File: src/rtl/branch_stack_if.sv
// Dispatch/resolve/retire bundle between the rename stage and the branch checkpoint stack.
// The slave side is the checkpoint stack; the master side is the pipeline that drives it.
interface branch_stack_if #(
    parameter int DEPTH       = 4,
    parameter int PHYS_REG_SZ = 64,
    parameter int N           = 2
);
    localparam int NUM_SCALAR_BITS = $clog2(N + 1);
    localparam int IDX_W           = $clog2(PHYS_REG_SZ);
    localparam int TAG_W           = $clog2(DEPTH);

    logic                            push_valid;
    logic [PHYS_REG_SZ-1:0]          push_free_list;
    logic [TAG_W-1:0]                push_idx;
    logic                            full;
    logic                            resolve_valid;
    logic [TAG_W-1:0]                resolve_idx;
    logic                            resolve_mispredict;
    logic [N-1:0][IDX_W-1:0]         phys_regs_retiring;
    logic [NUM_SCALAR_BITS-1:0]      num_retiring_valid;
    logic [PHYS_REG_SZ-1:0]          free_list_restore;
    logic                            restore_flag;

    modport master (
        output push_valid, push_free_list, resolve_valid, resolve_idx, resolve_mispredict,
               phys_regs_retiring, num_retiring_valid,
        input  push_idx, full, free_list_restore, restore_flag
    );

    modport slave (
        input  push_valid, push_free_list, resolve_valid, resolve_idx, resolve_mispredict,
               phys_regs_retiring, num_retiring_valid,
        output push_idx, full, free_list_restore, restore_flag
    );
endinterface

File: src/rtl/branch_stack.sv
// Circular stack of free-list checkpoints, one per in-flight branch.
// A mispredict restores the branch's snapshot and squashes it along with every younger checkpoint.
module branch_stack #(
    parameter int DEPTH       = 4,
    parameter int PHYS_REG_SZ = 64,
    parameter int N           = 2
) (
    input  logic            clock,
    input  logic            reset,
    branch_stack_if.slave   bs
);
    localparam int NUM_SCALAR_BITS = $clog2(N + 1);
    localparam int TAG_W           = $clog2(DEPTH);
    localparam int CNT_W           = TAG_W + 1;

    logic [DEPTH-1:0]       valid_q, valid_d;
    logic [PHYS_REG_SZ-1:0] snap_q [DEPTH];
    logic [PHYS_REG_SZ-1:0] snap_d [DEPTH];
    logic [TAG_W-1:0]       head_q, head_d;
    logic [TAG_W-1:0]       tail_q, tail_d;
    logic [CNT_W-1:0]       count_q, count_d;
    logic                   restore_flag_q, restore_flag_d;
    logic [PHYS_REG_SZ-1:0] restore_q, restore_d;

    logic [PHYS_REG_SZ-1:0] retire_mask;
    logic                   full;
    logic                   resolve_hit;
    logic                   mispredict_hit;
    logic                   push_accept;
    logic                   reclaim;
    logic [TAG_W-1:0]       squash_diff;
    logic [CNT_W-1:0]       squash_span;

    // Register 0 is hard-wired and must never reappear as free.
    always_comb begin
        retire_mask = '0;
        for (int i = 0; i < N; i++) begin
            if (NUM_SCALAR_BITS'(i) < bs.num_retiring_valid) begin
                retire_mask[bs.phys_regs_retiring[i]] = 1'b1;
            end
        end
        retire_mask[0] = 1'b0;
    end

    assign full           = (count_q == CNT_W'(DEPTH));
    assign resolve_hit    = bs.resolve_valid & valid_q[bs.resolve_idx];
    assign mispredict_hit = resolve_hit & bs.resolve_mispredict;
    assign push_accept    = bs.push_valid & ~full & ~(bs.resolve_valid & bs.resolve_mispredict);
    assign reclaim        = (count_q != '0) & ~valid_q[head_q] & ~mispredict_hit;

    // A valid entry at the tail can only mean the stack is full, so a zero distance spans all entries.
    assign squash_diff = tail_q - bs.resolve_idx;
    assign squash_span = (squash_diff == '0) ? CNT_W'(DEPTH) : {1'b0, squash_diff};

    always_comb begin
        logic [TAG_W-1:0] age_off;
        valid_d        = valid_q;
        head_d         = head_q;
        tail_d         = tail_q;
        count_d        = count_q;
        restore_flag_d = 1'b0;
        restore_d      = '0;
        age_off        = '0;

        for (int k = 0; k < DEPTH; k++) begin
            snap_d[k] = valid_q[k] ? (snap_q[k] | retire_mask) : snap_q[k];
        end

        if (resolve_hit && !bs.resolve_mispredict) begin
            valid_d[bs.resolve_idx] = 1'b0;
        end

        if (mispredict_hit) begin
            restore_flag_d = 1'b1;
            restore_d      = snap_q[bs.resolve_idx] | retire_mask;
            for (int k = 0; k < DEPTH; k++) begin
                age_off = TAG_W'(k) - bs.resolve_idx;
                if ({1'b0, age_off} < squash_span) begin
                    valid_d[k] = 1'b0;
                end
            end
            tail_d  = bs.resolve_idx;
            count_d = {1'b0, bs.resolve_idx - head_q};
        end

        if (push_accept) begin
            valid_d[tail_q] = 1'b1;
            snap_d[tail_q]  = bs.push_free_list | retire_mask;
            tail_d          = tail_q + TAG_W'(1);
        end

        if (reclaim) begin
            head_d = head_q + TAG_W'(1);
        end

        if (push_accept && !reclaim) begin
            count_d = count_q + CNT_W'(1);
        end else if (!push_accept && reclaim) begin
            count_d = count_q - CNT_W'(1);
        end
    end

    always_ff @(posedge clock) begin
        if (!reset) begin
            valid_q        <= '0;
            head_q         <= '0;
            tail_q         <= '0;
            count_q        <= '0;
            restore_flag_q <= 1'b0;
            restore_q      <= '0;
        end else begin
            valid_q        <= valid_d;
            head_q         <= head_d;
            tail_q         <= tail_d;
            count_q        <= count_d;
            restore_flag_q <= restore_flag_d;
            restore_q      <= restore_d;
        end
    end

    // Snapshot contents are don't-care while their valid bit is clear, so they skip reset.
    always_ff @(posedge clock) begin
        for (int k = 0; k < DEPTH; k++) begin
            snap_q[k] <= snap_d[k];
        end
    end

    assign bs.push_idx          = tail_q;
    assign bs.full              = full;
    assign bs.restore_flag      = restore_flag_q;
    assign bs.free_list_restore = restore_q;
endmodule

File: src/flat_wrapper.sv
// flat-port wrapper written by rule: the top's interface ports become plain ports
module branch_stack_flat 
#(
    parameter int DEPTH       = 4,
    parameter int PHYS_REG_SZ = 64,
    parameter int N           = 2
)
  (clock, reset, bs_push_valid, bs_push_free_list, bs_resolve_valid, bs_resolve_idx, bs_resolve_mispredict, bs_phys_regs_retiring, bs_num_retiring_valid, bs_push_idx, bs_full, bs_free_list_restore, bs_restore_flag);
  branch_stack_if #(.DEPTH(DEPTH), .PHYS_REG_SZ(PHYS_REG_SZ), .N(N)) bs_i ();
  input  logic clock;
  input  logic reset;
  input wire logic [$bits(bs_i.push_valid)-1:0] bs_push_valid;
  input wire logic [$bits(bs_i.push_free_list)-1:0] bs_push_free_list;
  input wire logic [$bits(bs_i.resolve_valid)-1:0] bs_resolve_valid;
  input wire logic [$bits(bs_i.resolve_idx)-1:0] bs_resolve_idx;
  input wire logic [$bits(bs_i.resolve_mispredict)-1:0] bs_resolve_mispredict;
  input wire logic [$bits(bs_i.phys_regs_retiring)-1:0] bs_phys_regs_retiring;
  input wire logic [$bits(bs_i.num_retiring_valid)-1:0] bs_num_retiring_valid;
  output wire logic [$bits(bs_i.push_idx)-1:0] bs_push_idx;
  output wire logic [$bits(bs_i.full)-1:0] bs_full;
  output wire logic [$bits(bs_i.free_list_restore)-1:0] bs_free_list_restore;
  output wire logic [$bits(bs_i.restore_flag)-1:0] bs_restore_flag;
  assign bs_i.push_valid = bs_push_valid;
  assign bs_i.push_free_list = bs_push_free_list;
  assign bs_i.resolve_valid = bs_resolve_valid;
  assign bs_i.resolve_idx = bs_resolve_idx;
  assign bs_i.resolve_mispredict = bs_resolve_mispredict;
  assign bs_i.phys_regs_retiring = bs_phys_regs_retiring;
  assign bs_i.num_retiring_valid = bs_num_retiring_valid;
  assign bs_push_idx = bs_i.push_idx;
  assign bs_full = bs_i.full;
  assign bs_free_list_restore = bs_i.free_list_restore;
  assign bs_restore_flag = bs_i.restore_flag;
  branch_stack #(.DEPTH(DEPTH), .PHYS_REG_SZ(PHYS_REG_SZ), .N(N)) u_core (.clock(clock), .reset(reset), .bs(bs_i));
endmodule
File: config.mk
export PLATFORM = sky130hd
export DESIGN_NAME = branch_stack_flat
export DESIGN_NICKNAME = d
export VERILOG_FILES = /design/src/rtl/branch_stack_if.sv /design/src/rtl/branch_stack.sv /design/src/flat_wrapper.sv
export SDC_FILE = /design/constraint.sdc
export NUM_CORES = 1
export LEC_CHECK = 0
export BUFFER_PORTS_ARGS = -buffer_cell sky130_fd_sc_hd__buf_2
export CAP_MARGIN = 20
export CORE_MARGIN = 2
export CORE_UTILIZATION = 59
export CTS_CLUSTER_SIZE = 10
export DETAILED_ROUTE_END_ITERATION = 6
export PLACE_DENSITY = 0.85
export SYNTH_ARGS = -nofsm -noshare
export SYNTH_HDL_FRONTEND = slang
export SYNTH_SLANG_ARGS = --single-unit
export TNS_END_PERCENT = 5
File: constraint.sdc
create_clock -name clock -period 3 [get_ports clock]
set_input_delay 0.6 -clock clock [delete_from_list [all_inputs] [get_ports clock]]
set_output_delay 0.6 -clock clock [all_outputs]
set_load 0.02 [all_outputs]
==> flow_summary.ini <==
[status]
status = complete, no violations

[synthesis]
async_flop_share_pct = 0
synth_top_family_by_area = compound AO/OA/AOI/OAI gates
postSynthAreaPerCell_um2 = 10.2
synth-simple-area-share_pct = 10.2
syn_nets = 1588
synth_compound_area_share_pct = 29.3
yosys-mux-area-fraction_pct = 10.1
ys_seq_elements = 332
ys_warn_count = 0
synth_fa_ha_area_share_pct = 1.57
synth_top_cell_by_area = dfxtp_1
yosys-top-cells-count = dfxtp_1, a21oi_1, a211oi_1
synth_xor_area_share_pct = 0.264
synth_area_um2 = 15200
ys_top_cells_by_area = dfxtp_1, a211oi_1, mux4_2, a21oi_1, nor2_1
yosysTopAreaCellShare_pct = 43.2
synth_edf_count = 4
ys.flop_type = dfxtp_1
postSynthCellCount = 1484
synth_cell_types = 55
synth.most_common_cell = dfxtp_1
ys_seq_area_share_pct = 44.0

[global_route]
top_usage_layer = met2
grt_pass1_vias = 12800
grt_use_total_pct = 31.0
grt_max_degree = 67
grt_pass1_wl_um = 66300
grt.overflow.total = 0
gr-usage-met1_pct = 39.9
antenna_found_initial = 7
grt.met2_usage_pct = 50.8
grtUsageMet3_pct = 5.58

[sta]
rsz0062_at_grt = no
setup_viol = 0
max_slew.worst_pin.slew_ps = 928
slew_viol_final = 0
finalClockSkew_ps = 16.5
min_period_ps = 2410
final_min_period_over_clock_period_pct = 80.3
setup_tns_ps = 0
fmaxAchievable_mhz = 415
maxSlewHeadroom_pct = 38.2
final_hold_viol_count = 0

[route]
drt-initial-drc-count = 1328
drc_errors = 0
firstDrtPassIters = 5
avgRoutedWirePerCell_um = 22.4
antenna_left = 0
vias = 13000
wirelength_um = 42700
via_per_inst = 6.83

[power_and_ir_drop]
power_leakage_nw = 6.43
intPower_w = 0.0104
power_w = 0.0150
p_clk_share_pct = 27.4
power_frac_seq_pct = 46.8
p_sw_share_pct = 30.5
switchingPower_w = 0.00459
pwr-share-comb_pct = 25.8
vdd.ir_drop.worst_mv = 0.515
powerDensity_nw_per_um2 = 877

[placement]
gp_congestion = 0.865
portBuffers = 152
hpwl_um = 26700
placed_cell_area_um2 = 16100

[critical_path]
cp-startpoint = u_core.count_q[0]$_SDFFE_PN0P_
r2r_setup_slack_ps = 590
cpMaxStageDelayCell = dfxtp_1
worst_setup_path_start_kind = flip-flop
path_buf_inv = 2
r2r-start = u_core.count_q[0]$_SDFFE_PN0P_
path_class = flip-flop to flip-flop
end_kind = flip-flop
cp.arrival_ps = 2880
slowest_delay_ps = 390
cp.required_ps = 3470
cp_top_family = simple AND/OR/NAND/NOR gates
worstPathCellList = inv_1, ha_1, nand2b_1, o221a_2, nor2b_1, inv_1, ha_1, or2_2, o21ai_0, o221a_2
cp_max_fo = 6

[cells_and_area]
drive_gt1_share_pct = 24.7
post-route-util_pct = 67.9
syn_to_final_growth_pct = 12.9
final_nets = 1669
fin_area_um2 = 17100

[floorplan]
coreArea_um2 = 25300
die_h_um = 164
die_w_um = 164
die-area_um2 = 27000
start_util_pct = 60.1
num_rows = 58
ios = 153

[clocking]
cts-root-buf = clkbuf_16
clock_sink_count = 332
numCtsBuffers = 39
htreeDepth = 2
cts_resized = 0
path_clk_slew_ps = 60
clk_latency_ps = 530
cts_hold_buffers = 0
cts_tree = yes
cts.path.max_buffers = 3
postCtsSetupRepairBufs = 0

[job]
cap_violations = 0

[worst_hold_path]
hp-class = primary input to flip-flop
holdCritStartpoint = bs_push_free_list[0]
[cells in the final DEF (no fill, tap or decap), types with 19 or more instances in the layout]
cell type	n
a22oi_1	32
a21oi_1	226
nor2_1	204
buf_2	151
ha_1	19
buf_4	19
mux4_2	66
nor3_1	22
a211oi_1	220
dfxtp_1	324
o32ai_2	31
o21ai_0	36
clkbuf_16	39
[cell families after synthesis]
group	count (synthesis)
and+or+nand+nor	316
adders and majority gates	19
buffers and inverters	153
muxes	71
xor gates and xnor gates	3
DFF	332
AOI/OAI and AO/OA	590
[sequential cells by signal (all words and copies together), names as in the netlist, named ones only]
name and cells:
u_core.bs.restore_flag 1, u_core.bs.free_list_restore 64, u_core.valid_q 4, u_core.head_q 2, u_core.bs.push_idx 2, u_core.count_q 3
u_core.snap_q 252
[per-stage QoR]
| step | hold WS (ps) | worst slack (ps) | instances |
|---|---|---|---|
| after floorplan | 464 | 475 | 1484 |
| after detailed placement | 482 | 274 | 1854 |
| final | 297 | 590 | 1907 |
| after CTS | 294 | 644 | 1902 |
| after global placement | 474 | 407 | 1854 |
| after global routing | 294 | 425 | 1904 |
[power groups by stage]
stage / clock, W / sequential [W] / combinational (W)
2_1_floorplan: 0 / 0.00678 / 0.00304
3_3_place_gp: 0 / 0.00693 / 0.00352
3_5_place_dp: 0 / 0.00705 / 0.00376
4_1_cts: 0.00414 / 0.00698 / 0.00381
5_1_grt: 0.00432 / 0.00717 / 0.00428
6_report: 0.00412 / 0.00704 / 0.00387
[per-layer routing]
| layer | wire length (µm) | part of all wire [%] |
|---|---|---|
| met5 | 38 | 0.089 |
| met4 | 1490 | 3.5 |
| met3 | 3640 | 8.5 |
| met2 | 20700 | 49 |
| met1 | 16800 | 39 |
[layout make-up]
class | count | area (µm²)
antenna | 5 | 12.5
clock buffer | 45 | 1030
clock inverter | 3 | 26.3
fill | 1902 | 8110
inverter | 13 | 48.8
multi-input combinational | 999 | 7820
sequential | 332 | 6690
tap | 330 | 413
timing repair buffer | 180 | 1100
[worst paths after layout]
path,end,cells past startpoint
max,u_core.count_q[0]$_SDFFE_PN0P_,10
min,flip-flop,1
max reg2reg,u_core.count_q[0]$_SDFFE_PN0P_,10
min reg2reg,u_core.snap_q[2][33]$_DFF_P_,2
No activity file was read; power rests on OpenSTA's default activity.
